==> src/rtl/if_fetch_unit.sv <==
// Instruction-fetch stage: owns the PC, fetches over a req/ack handshake into the
// IF/ID register, with a one-entry skid buffer for stalls and redirect draining.
module if_fetch_unit #(
    parameter logic [31:0] RESET_PC = 32'h0000_0000
) (
    input  logic        clk,
    input  logic        rst,
    input  logic        stall_i,
    input  logic        redirect_i,
    input  logic [31:0] redirect_pc_i,
    output logic        imem_req_o,
    output logic [31:0] imem_addr_o,
    input  logic        imem_ack_i,
    input  logic [31:0] imem_rdata_i,
    output logic        ifid_valid_o,
    output logic [31:0] ifid_pc_o,
    output logic [31:0] ifid_pc4_o,
    output logic [31:0] ifid_instr_o
);

    localparam int unsigned XLEN = 32;

    typedef enum logic [1:0] {
        FETCH = 2'd0,
        HOLD  = 2'd1,
        DRAIN = 2'd2
    } state_t;

    state_t            state;
    state_t            state_nxt;
    logic [XLEN-1:0]   pc;
    logic [XLEN-1:0]   pc_plus4;
    logic [XLEN-1:0]   drain_addr;
    logic [XLEN-1:0]   redirect_tgt;
    logic              skid_valid;
    logic [XLEN-1:0]   skid_pc;
    logic [XLEN-1:0]   skid_instr;
    logic              fetch_ack;

    assign pc_plus4     = pc + XLEN'(4);
    assign redirect_tgt = redirect_pc_i & ~XLEN'(3);
    assign fetch_ack    = (state == FETCH) && imem_ack_i;

    // State register
    always_ff @(posedge clk) begin
        if (rst) begin
            state <= FETCH;
        end else begin
            state <= state_nxt;
        end
    end

    // Next-state logic; redirect outranks stall and ack
    always_comb begin
        state_nxt = state;
        unique case (state)
            FETCH: begin
                if (redirect_i) begin
                    state_nxt = imem_ack_i ? FETCH : DRAIN;
                end else if (imem_ack_i && stall_i) begin
                    state_nxt = HOLD;
                end
            end
            HOLD: begin
                if (redirect_i || !stall_i) begin
                    state_nxt = FETCH;
                end
            end
            DRAIN: begin
                if (imem_ack_i) begin
                    state_nxt = FETCH;
                end
            end
            default: state_nxt = FETCH;
        endcase
    end

    // Memory request outputs; request is dropped immediately under reset
    always_comb begin
        imem_req_o  = 1'b0;
        imem_addr_o = pc;
        if (!rst) begin
            unique case (state)
                FETCH: begin
                    imem_req_o  = 1'b1;
                    imem_addr_o = pc;
                end
                DRAIN: begin
                    imem_req_o  = 1'b1;
                    imem_addr_o = drain_addr;
                end
                default: begin
                    imem_req_o  = 1'b0;
                    imem_addr_o = pc;
                end
            endcase
        end
    end

    // PC and drain address
    always_ff @(posedge clk) begin
        if (rst) begin
            pc         <= RESET_PC;
            drain_addr <= '0;
        end else if (redirect_i) begin
            pc <= redirect_tgt;
            if (state == FETCH && !imem_ack_i) begin
                drain_addr <= pc;
            end
        end else if (fetch_ack) begin
            pc <= pc_plus4;
        end
    end

    // Skid buffer catches an instruction returned while decode is stalled
    always_ff @(posedge clk) begin
        if (rst) begin
            skid_valid <= 1'b0;
            skid_pc    <= '0;
            skid_instr <= '0;
        end else if (redirect_i) begin
            skid_valid <= 1'b0;
        end else if (fetch_ack && stall_i) begin
            skid_valid <= 1'b1;
            skid_pc    <= pc;
            skid_instr <= imem_rdata_i;
        end else if (state == HOLD && !stall_i) begin
            skid_valid <= 1'b0;
        end
    end

    // IF/ID pipeline register
    always_ff @(posedge clk) begin
        if (rst) begin
            ifid_valid_o <= 1'b0;
            ifid_pc_o    <= '0;
            ifid_pc4_o   <= '0;
            ifid_instr_o <= '0;
        end else if (redirect_i) begin
            ifid_valid_o <= 1'b0;
        end else if (!stall_i) begin
            if (fetch_ack) begin
                ifid_valid_o <= 1'b1;
                ifid_pc_o    <= pc;
                ifid_pc4_o   <= pc_plus4;
                ifid_instr_o <= imem_rdata_i;
            end else if (state == HOLD) begin
                ifid_valid_o <= skid_valid;
                ifid_pc_o    <= skid_pc;
                ifid_pc4_o   <= skid_pc + XLEN'(4);
                ifid_instr_o <= skid_instr;
            end else begin
                ifid_valid_o <= 1'b0;
            end
        end
    end

endmodule
==> config.mk <==
export PLATFORM = sky130hd
export DESIGN_NAME = if_fetch_unit
export DESIGN_NICKNAME = d
export VERILOG_FILES = /design/src/rtl/if_fetch_unit.sv
export SDC_FILE = /design/constraint.sdc
export NUM_CORES = 1
export LEC_CHECK = 0
export BUFFER_PORTS_ARGS = -buffer_cell sky130_fd_sc_hd__buf_2
export CORE_ASPECT_RATIO = 0.75
export CORE_MARGIN = 3
export CORE_UTILIZATION = 58
export CTS_BUF_LIST = sky130_fd_sc_hd__clkbuf_2
export DETAILED_ROUTE_END_ITERATION = 8
export PLACE_DENSITY = 0.9
export SYNTH_ARGS = -nofsm -noshare
export SYNTH_HDL_FRONTEND = slang
export SYNTH_SLANG_ARGS = --single-unit
==> constraint.sdc <==
create_clock -name clk -period 3.67 [get_ports clk]
set_input_delay 1.101 -clock clk [delete_from_list [all_inputs] [get_ports clk]]
set_output_delay 1.101 -clock clk [all_outputs]
set_load 0.1 [all_outputs]
==> impl_metrics.env, run 1 <==
export IMPL_status="finished clean"
export IMPL_cpPeakStageDelay_ps=570
export IMPL_place_inst=1635
export IMPL_cp_data_required_time_ps=2570
export IMPL_cts_htree_levels=2
export IMPL_path_class="reg -> out"
export IMPL_final_instance_count_excl_fill=1720
export IMPL_leakagePower_nw=4.78
export IMPL_setup_worst_path_start_class="flip-flop"
export IMPL_die_width_um=160
export IMPL_fraction_of_registers_with_async_set_or_reset_after_synthesis=0
export IMPL_drive_gt1_frac=0.234
export IMPL_crit_chain="and2_4 > buf_4 > mux2_4 > buf_12"
export IMPL_post_synth_simple_gate_area=0.248
export IMPL_tritoncts_num_buffers=50
export IMPL_finClkSkew_ps=81.3
export IMPL_worst_path_max_delay_cell="sky130_fd_sc_hd__dfxtp_1"
export IMPL_grt_use_total=0.295
export IMPL_final_hold_viol_count=0
export IMPL_synth_compound_area_frac=0.158
export IMPL_dp_hpwl_um=19700
export IMPL_synth_cells=1313
export IMPL_final_net_count=1522
export IMPL_unrepaired_setup_endpoints_after_global_routing="no"
export IMPL_sum_of_negative_setup_slack_ps=0
export IMPL_final_min_clock_period_ps=3440
export IMPL_synth_top_family_by_area="simple AND/OR/NAND/NOR gates"
export IMPL_row_count=41
export IMPL_grt_first_pass_wirelength_um=47400
export IMPL_number_of_buffers_inserted_by_post_cts_setup_repair=0
export IMPL_finalCritPeriodShare=0.937
export IMPL_critical_path_peak_fanout=11
export IMPL_post_route_util=0.717
export IMPL_route_vias_total=10166
export IMPL_dr_first_iter_drc_count=1014
export IMPL_floorplan_initialDensity=0.602
export IMPL_report_final_slew_viol_count=0
export IMPL_hold_path_class="reg -> reg"
export IMPL_muxShareOfSynthArea=0.0424
export IMPL_yosys_most_used_dff="sky130_fd_sc_hd__dfxtp_1"
export IMPL_synth_avg_cell_area_um2=7.86
export IMPL_globalRouteOverflowTotal=0
export IMPL_slew_headroom=0.236
export IMPL_tightest_slew_ps=1150
export IMPL_drcViolationCount=0
export IMPL_ys_seq_elements=218
export IMPL_power_ir_vdd_worst_mv=0.265
export IMPL_r2r_end="ifid_pc4_o[31]"
export IMPL_die_area_mm2=0.0194
export IMPL_grt_start_max_net_pins=109
export IMPL_max_clock_path_buffers=3
export IMPL_clock_tree_root_cell="sky130_fd_sc_hd__clkbuf_2"
export IMPL_finalWirelength_um=29800
export IMPL_wl_per_cell_um=17.4
export IMPL_internal_power_mw=3.32
export IMPL_hold_start="skid_instr[14]"
export IMPL_buffer_ports_inserted=190
export IMPL_post_synth_xor_area_fraction=0.0662
export IMPL_vias_per_cell=5.91
export IMPL_p_comb_frac=0.231
export IMPL_power_mw=5.26
export IMPL_end_kind="output pin"
export IMPL_clockPowerShare=0.279
export IMPL_timing_reg2reg_worst_path_depth=5
export IMPL_seqPwrFrac=0.490
export IMPL_critPathArrivalTime_ps=2340
export IMPL_first_pass_iters=6
export IMPL_worstHoldEndpoint="skid_instr[14]"
export IMPL_tritoncts="done"
export IMPL_r2r_start="skid_pc[4]"
export IMPL_filler_cell_count=1378
export IMPL_syn_to_final_growth_pct=19.1
export IMPL_insertion_delay_ps=800
export IMPL_synth_adder_area_share=0.00243
export IMPL_core_area_mm2=0.0171
export IMPL_io_pins=199
export IMPL_mappedNetlistArea_mm2=0.0103
export IMPL_drv_max_cap_violation_count=0
export IMPL_placed_cell_area_mm2=0.0119
export IMPL_initial_antenna_violation_count=4
export IMPL_synth_warnings=0
export IMPL_yosys_cell_types_count=60
export IMPL_clk_pin_slew_ps=90
export IMPL_finalWeightedCongestion=0.920
export IMPL_die_height_um=122
export IMPL_hold_buffer_count_at_cts=0
export IMPL_power_density_mw_per_mm2=428
export IMPL_synth_edf_count=0
export IMPL_cts_sink_count=218
export IMPL_switching_share=0.369
export IMPL_finalInstanceArea_mm2=0.0123
export IMPL_antenna_left=0
export IMPL_timing_hold_worst_path_depth=2
export IMPL_switchingPower_mw=1.94
export IMPL_reg2reg_slack_ps=880
export IMPL_grt_pass1_vias=9285
export IMPL_maxClockFrequency_ghz=0.291
export IMPL_setup_viols_final=0
export IMPL_synth_sequential_area_ratio=0.423
[how the worst max path moves through the flow]
| stage | slack [ps] | from | cells past startpoint | to |
|---|---|---|---|---|
| global placement | 260 | rst | 6 | imem_addr_o[2] |
| detailed placement | 260 | rst | 6 | imem_addr_o[5] |
| global route | 60 | state[1] | 4 | imem_addr_o[3] |
| finish | 230 | state[1] | 4 | imem_addr_o[3] |
| floorplan | -100 | rst | 5 | imem_addr_o[10] |
| CTS | 90 | state[0] | 5 | imem_addr_o[31] |
[Yosys cell counts (all sizes together) (2+ instances only)]
master   count  area share
o211ai       4      0.0029
nand3       38       0.019
or3          3      0.0018
nand4       25       0.017
nor3        15      0.0078
a311oi      64       0.054
nor4        16       0.014
xnor2       19       0.016
dfxtp      218        0.42
and3         8      0.0049
xor2        59       0.050
a211oi      23       0.017
a21oi      108       0.052
o21ai       23       0.011
and4         5      0.0042
a221oi       6      0.0051
o221ai       4      0.0034
a2111oi      2      0.0018
a22oi        3      0.0022
mux2i       10      0.0097
nor3b        2      0.0015
mux2        30       0.033
buf         40       0.023
nor2       105       0.038
o21a         3      0.0022
nand2      354        0.13
ha           2      0.0024
clkbuf      96       0.035
inv          4      0.0015
and2         6      0.0036
[flip-flops by register name, summed over array words and instances, names as in the netlist]
register	cells
ifid_instr_o	32
skid_instr	32
drain_addr	30
ifid_pc4_o	30
ifid_pc_o	30
pc	30
skid_pc	30
state	2
ifid_valid_o	1
skid_valid	1
[placed cells by master, fill, tap and decap left out, types with 6 or more instances in the layout]
| cell | count |
|---|---|
| sky130_fd_sc_hd__nand2_1 | 354 |
| sky130_fd_sc_hd__buf_12 | 36 |
| sky130_fd_sc_hd__mux2i_1 | 10 |
| sky130_fd_sc_hd__buf_4 | 22 |
| sky130_fd_sc_hd__buf_2 | 158 |
| sky130_fd_sc_hd__nor3_1 | 14 |
| sky130_fd_sc_hd__xor2_1 | 59 |
| sky130_fd_sc_hd__clkbuf_2 | 76 |
| sky130_fd_sc_hd__dfxtp_1 | 217 |
| sky130_fd_sc_hd__xnor2_1 | 19 |
| sky130_fd_sc_hd__nand3_1 | 35 |
| sky130_fd_sc_hd__a21oi_1 | 108 |
| sky130_fd_sc_hd__clkinv_1 | 7 |
| sky130_fd_sc_hd__o21ai_0 | 23 |
| sky130_fd_sc_hd__a211oi_1 | 22 |
| sky130_fd_sc_hd__nand4_1 | 23 |
| sky130_fd_sc_hd__nor4_1 | 11 |
| sky130_fd_sc_hd__and3_1 | 7 |
| sky130_fd_sc_hd__conb_1 | 6 |
| sky130_fd_sc_hd__a221oi_1 | 6 |
| sky130_fd_sc_hd__nor2_1 | 104 |
| sky130_fd_sc_hd__a311oi_1 | 64 |
| sky130_fd_sc_hd__mux2_4 | 30 |
[through the flow]
stage | setup WS (ps) | hold slack, ps
final | 230 | 458
after floorplan | -101 | 436
after detailed placement | 259 | 447
after global placement | 260 | 441
after global routing | 58.8 | 467
after CTS | 85.7 | 459
[what timing repair did]
item | 4_1_cts | 5_1_grt
endpoints found under the setup margin | 0 | 1
resized for setup | 0 | 1
hold endpoints to repair | 0 | 0
[power groups by stage]
stage / clock (mW) / combinational (mW) / sequential [mW]
detailed placement: 0 / 1.21 / 2.63
finish: 1.47 / 1.22 / 2.58
global placement: 0 / 1.20 / 2.62
floorplan: 0 / 0.625 / 2.90
CTS: 1.49 / 1.21 / 2.57
global route: 1.61 / 1.27 / 2.59
[per-layer routing]
metal  share of wire  track usage  vias up  wire length (um)
met5          0.0011            0        -                34
met4           0.023        0.100        6               690
met3            0.12       0.0785       74              3570
met2            0.45        0.466      604             13300
met1            0.41        0.395     4711             12200
li1                -            -     4771                 -
[worst max-delay path, delay by kind of cell (launching register included)]
family / cells / cell delay [ps]
buffers and inverters: 2 / 400
flip-flops: 1 / 570
multiplexers: 1 / 350
AND/OR/NAND/NOR: 1 / 240
[cells by family after synthesis]
family                     after synthesis
adders and majority gates                2
DFF                                    218
xor gates and xnor gates                78
buffers and inverters                  141
other                                    1
and+or+nand+nor                        586
muxes                                   40
AOI/OAI and AO/OA                      247
[area by class of cell]
type | count | area [um2] | share of cell area
Antenna cell | 1 | 2.50 | 0.000204
Clock buffer | 76 | 380 | 0.0309
Clock inverter | 8 | 31.3 | 0.00254
Inverter | 5 | 18.8 | 0.00153
Multi-Input combinational cell | 959 | 5510 | 0.448
Sequential cell | 218 | 4370 | 0.355
Tap cell | 236 | 295 | 0.0240
Timing Repair Buffer | 217 | 1690 | 0.137
Note: power is estimated with default switching activity, not from simulation.
==> run 2, diff against run 1 <==
==> constraint.sdc (replaced) <==
create_clock -name clk -period 3.67 [get_ports clk]
set_input_delay 0.367 -clock clk [delete_from_list [all_inputs] [get_ports clk]]
set_output_delay 0.367 -clock clk [all_outputs]
set_load 0.1 [all_outputs]
==> impl_metrics.env, run 2 (synthesis results as in run 1) <==
export IMPL_floorplan_initialDensity=0.602
export IMPL_unrepaired_setup_endpoints_after_global_routing="no"
export IMPL_final_net_count=1587
export IMPL_drive_gt1_frac=0.219
export IMPL_grt_pass1_vias=10266
export IMPL_wirelength_met1_um=12700
export IMPL_initial_antenna_violation_count=0
export IMPL_setup_worst_path_start_class="flip-flop"
export IMPL_end_kind="output pin"
export IMPL_path_class="reg -> out"
export IMPL_cts_htree_levels=2
export IMPL_setup_viols_final=0
export IMPL_tightest_slew_ps=1100
export IMPL_finalWorstSetupSlack_ps=348
export IMPL_final_common_cell="sky130_fd_sc_hd__nand2_1"
export IMPL_power_ir_vdd_worst_mv=0.234
export IMPL_filler_cell_count=1206
export IMPL_die_width_um=160
export IMPL_finalCritPeriodShare=0.905
export IMPL_wl_per_cell_um=18.2
export IMPL_dr_wl_met2_um=15000
export IMPL_final_hold_viol_count=0
export IMPL_syn_to_final_growth_pct=24.1
export IMPL_tritoncts="done"
export IMPL_cts_repair_resize_count=0
export IMPL_clk_pin_slew_ps=100
export IMPL_post_place_setup_slack_ps=1080
export IMPL_drcViolationCount=0
export IMPL_drv_max_cap_violation_count=0
export IMPL_tritoncts_num_buffers=50
export IMPL_dp_hpwl_um=19700
export IMPL_layout_cells_most_common_list="sky130_fd_sc_hd__nand2_1 (354), sky130_fd_sc_hd__dfxtp_1 (218), sky130_fd_sc_hd__buf_2 (159), sky130_fd_sc_hd__a21oi_1 (108), sky130_fd_sc_hd__nor2_1 (105)"
export IMPL_buffer_ports_inserted=190
export IMPL_cp_data_required_time_ps=3300
export IMPL_grt_start_max_net_pins=104
export IMPL_finalWirelength_um=32600
export IMPL_sum_of_negative_setup_slack_ps=0
export IMPL_first_pass_iters=6
export IMPL_clock_tree_root_cell="sky130_fd_sc_hd__clkbuf_2"
export IMPL_hold_path_class="in -> reg"
export IMPL_finalWeightedCongestion=0.895
export IMPL_vias_per_cell=5.98
export IMPL_row_count=41
export IMPL_max_layer_used="met4"
export IMPL_dr_first_iter_drc_count=1328
export IMPL_place_inst=1630
export IMPL_critPathArrivalTime_ps=2960
export IMPL_io_pins=199
export IMPL_power_density_mw_per_mm2=419
export IMPL_globalRouteOverflowTotal=0
export IMPL_leakagePower_nw=4.97
export IMPL_slew_headroom=0.266
export IMPL_met3_wl_um=3680
export IMPL_layout_top_registers="ifid_instr_o x32, skid_instr x32"
export IMPL_grt_first_pass_wirelength_um=52200
export IMPL_insertion_delay_ps=820
export IMPL_final_min_clock_period_ps=3320
export IMPL_die_height_um=122
export IMPL_grt_use_total=0.325
export IMPL_core_area_mm2=0.0171
export IMPL_status="finished clean"
export IMPL_max_clock_path_buffers=3
export IMPL_report_final_slew_viol_count=0
export IMPL_die_area_mm2=0.0194
export IMPL_finClkSkew_ps=68.7
export IMPL_antenna_diode_count=0
export IMPL_cts_sink_count=218
export IMPL_final_instance_count_excl_fill=1792
export IMPL_maxClockFrequency_ghz=0.301
export IMPL_route_vias_total=10718
export IMPL_critical_path_peak_fanout=20
export IMPL_antenna_left=0
## run 2: changes by cell type in the layout (fill, tap and decap cells not counted), moves of 2 or more
cell and change:
sky130_fd_sc_hd__mux2_4 -30, sky130_fd_sc_hd__clkbuf_2 +3, sky130_fd_sc_hd__clkinv_1 +7, sky130_fd_sc_hd__mux2_2 +30, sky130_fd_sc_hd__buf_4 -2, sky130_fd_sc_hd__buf_12 -4
sky130_fd_sc_hd__dlygate4sd3_1 +70
## run 2: where the power goes
part / switching (mW) / total, mW / leakage, nW / internal (mW)
clock: 0.961 / 1.52 / 0.349 / 0.563
combinational: 0.915 / 1.26 / 2.85 / 0.343
sequential: 0.116 / 2.58 / 1.78 / 2.46
total: 1.99 / 5.36 / 4.97 / 3.37
## run 2: cell type report
cell class | count | area [um2] | share of cell area
timing repair buffer | 282 | 2300 | 0.179
clock inverter | 13 | 48.8 | 0.00381
clock buffer | 79 | 395 | 0.0309
sequential | 218 | 4360 | 0.341
multi-input combinational | 959 | 5390 | 0.421
inverter | 5 | 18.8 | 0.00147
tap | 236 | 295 | 0.0231
## run 2: metrics by stage
stage                      util  power [mW]  instance area [um2]  hold slack (ps)
after floorplan               -        3.50                10300              433
after global placement    0.681        3.78                11700              438
after detailed placement  0.681        3.80                11700              447
after CTS                 0.748        5.35                12800              112
after global routing      0.748        5.57                12800              128
final                     0.748        5.36                12800              185
## run 2: final timing paths
check,startpoint,endpoint,slack [ps],cells past startpoint
setup / recovery,state[0],imem_addr_o[24],350,5
hold / removal,rst,ifid_pc4_o[17],180,4
setup reg to reg,pc[16],pc[31],930,6
hold reg to reg,skid_instr[13],skid_instr[13],460,2
## run 2: critical path, stage by stage (launching register included)
cell and delay [ps]:
sky130_fd_sc_hd__dfxtp_1 430, sky130_fd_sc_hd__nor2_1 290, sky130_fd_sc_hd__and2_1 640, sky130_fd_sc_hd__buf_12 260, sky130_fd_sc_hd__mux2_2 390, sky130_fd_sc_hd__buf_12 180
## run 2: layer usage
metal  track usage  vias to the layer above
li1              -                     4931
met4         0.144                        0
met5             0                        -
met1         0.411                     4989
met3        0.0870                      123
met2         0.529                      675
## run 2: what timing repair did
| item | in CTS | in global routing |
|---|---|---|
| hold endpoints to repair | 98 | 0 |
| buffers inserted | 0 | 0 |
| hold buffers | 70 | 0 |
==> run 3, diff against run 2 <==
CORE_UTILIZATION = 35   (was 58)
PLACE_DENSITY = 0.62   (was 0.9)
==> impl_metrics.env, run 3 (synthesis results as in run 1) <==
export IMPL_cpPeakStageDelay_ps=540
export IMPL_final_common_cell="sky130_fd_sc_hd__nand2_1"
export IMPL_final_min_clock_period_ps=3010
export IMPL_maxClockFrequency_ghz=0.332
export IMPL_grt_pass1_vias=9559
export IMPL_dr_wl_met2_um=14500
export IMPL_initial_antenna_violation_count=0
export IMPL_core_area_mm2=0.0285
export IMPL_wirelength_met1_um=15700
export IMPL_first_pass_iters=5
export IMPL_vias_per_cell=5.16
export IMPL_leakagePower_nw=5.06
export IMPL_wl_per_cell_um=17.1
export IMPL_globalRouteOverflowTotal=0
export IMPL_reg2reg_slack_ps=750
export IMPL_hold_buffer_count_at_cts=83
export IMPL_setup_worst_path_start_class="input port"
export IMPL_number_of_buffers_inserted_by_post_cts_setup_repair=0
export IMPL_grt_start_max_net_pins=106
export IMPL_antenna_diode_count=0
export IMPL_floorplan_initialDensity=0.362
export IMPL_io_pins=199
export IMPL_tightest_slew_ps=1170
export IMPL_die_area_mm2=0.0316
export IMPL_tritoncts="done"
export IMPL_final_hold_viol_count=0
export IMPL_timing_hold_ws_ps=296
export IMPL_worstHoldEndpoint="skid_instr[5]"
export IMPL_die_width_um=204
export IMPL_syn_to_final_growth_pct=27.2
export IMPL_layout_top_registers="ifid_instr_o x32, skid_instr x32"
export IMPL_route_vias_total=10085
export IMPL_status="finished clean"
export IMPL_antenna_left=0
export IMPL_clk_pin_slew_ps=100
export IMPL_finClkSkew_ps=64.1
export IMPL_setup_viols_final=0
export IMPL_r2r_end="pc[30]"
export IMPL_crit_chain="dlygate4sd3_1 > buf_6 > nor2_1 > and2_1 > buf_4 > mux2_2 > buf_12"
export IMPL_filler_cell_count=2891
export IMPL_max_clock_path_buffers=3
export IMPL_power_ir_vdd_worst_mv=0.195
export IMPL_end_kind="output pin"
export IMPL_hold_start="imem_rdata_i[5]"
export IMPL_met3_wl_um=2820
export IMPL_buffer_ports_inserted=190
export IMPL_cts_sink_count=218
export IMPL_tritoncts_num_buffers=56
export IMPL_layout_cells_most_common_list="sky130_fd_sc_hd__nand2_1 (354), sky130_fd_sc_hd__dfxtp_1 (218), sky130_fd_sc_hd__buf_2 (159), sky130_fd_sc_hd__a21oi_1 (108), sky130_fd_sc_hd__nor2_1 (105)"
export IMPL_cts_htree_levels=2
export IMPL_timing_reg2reg_worst_path_depth=8
export IMPL_worst_path_max_delay_cell="sky130_fd_sc_hd__dlygate4sd3_1"
export IMPL_die_height_um=155
export IMPL_power_density_mw_per_mm2=413
export IMPL_grt_first_pass_wirelength_um=53200
export IMPL_timing_hold_worst_path_depth=4
export IMPL_hold_path_class="in -> reg"
export IMPL_max_layer_used="met4"
export IMPL_slew_headroom=0.223
export IMPL_final_net_count=1607
export IMPL_report_final_slew_viol_count=0
export IMPL_insertion_delay_ps=870
export IMPL_r2r_start="pc[3]"
export IMPL_cts_repair_resize_count=0
export IMPL_cp_data_required_time_ps=3300
export IMPL_critPathArrivalTime_ps=2640
export IMPL_dr_first_iter_drc_count=593
export IMPL_sum_of_negative_setup_slack_ps=0
export IMPL_drcViolationCount=0
export IMPL_drv_max_cap_violation_count=0
export IMPL_clock_tree_root_cell="sky130_fd_sc_hd__clkbuf_2"
export IMPL_finalWeightedCongestion=0.811
export IMPL_finalCritPeriodShare=0.821
export IMPL_drive_gt1_frac=0.216
export IMPL_setup_worst_path_start="rst"
export IMPL_grt_use_total=0.208
export IMPL_critical_path_peak_fanout=92
export IMPL_row_count=53
export IMPL_finalWirelength_um=33500
export IMPL_dp_hpwl_um=21200
export IMPL_unrepaired_setup_endpoints_after_global_routing="no"
export IMPL_path_class="in -> out"
## run 3: changes by cell type in the layout (fill, tap and decap cells not counted), sizes merged
cell / change
buf: +1
clkinv: +2
clkbuf: -2
dlygate4sd3: +13
## run 3: through the flow
step | instance area [um2] | cells | setup slack (ps) | total power, mW | util
global placement | 11900 | 1780 | 1070 | 3.81 | 0.416
finish | 13100 | 1955 | 659 | 5.42 | 0.460
global route | 13100 | 1955 | 448 | 5.69 | 0.460
CTS | 13100 | 1955 | 585 | 5.49 | 0.460
detailed placement | 11900 | 1780 | 1030 | 3.82 | 0.416
floorplan | 10300 | 1318 | 219 | 3.50 | -
## run 3: report_power, final
part | internal, mW | switching (mW) | leakage, nW
clock network | 0.556 | 1.02 | 0.343
logic | 0.351 | 0.911 | 2.94
registers | 2.46 | 0.111 | 1.78
## run 3: final cells by class
cell class / count / area, um2 / share of cell area
multi-input combinational: 959 / 5390 / 0.410
clock inverter: 15 / 56.3 / 0.00429
clock buffer: 77 / 385 / 0.0294
tap: 385 / 482 / 0.0367
sequential: 218 / 4360 / 0.332
inverter: 5 / 18.8 / 0.00143
timing repair buffer: 296 / 2440 / 0.186
## run 3: per-layer routing
metal	up-vias	GRT usage
li1	4964	-
met1	4703	0.297
met2	373	0.309
met3	45	0.0534
met4	0	0.0602
met5	-	0
## run 3: critical path, delay by kind of cell
| kind | cells | cell delay (ps) |
|---|---|---|
| buffers and inverters | 4 | 1480 |
| AND/OR/NAND/NOR | 2 | 400 |
| multiplexers | 1 | 350 |
## run 3: worst max-delay path by stage
stage / endpoint / cells after the start
2_1_floorplan: imem_addr_o[10] / 5
3_3_place_gp: pc[21] / 6
3_5_place_dp: skid_instr[13] / 7
4_1_cts: imem_addr_o[24] / 5
5_1_grt: imem_addr_o[11] / 5
6_report: imem_addr_o[11] / 7
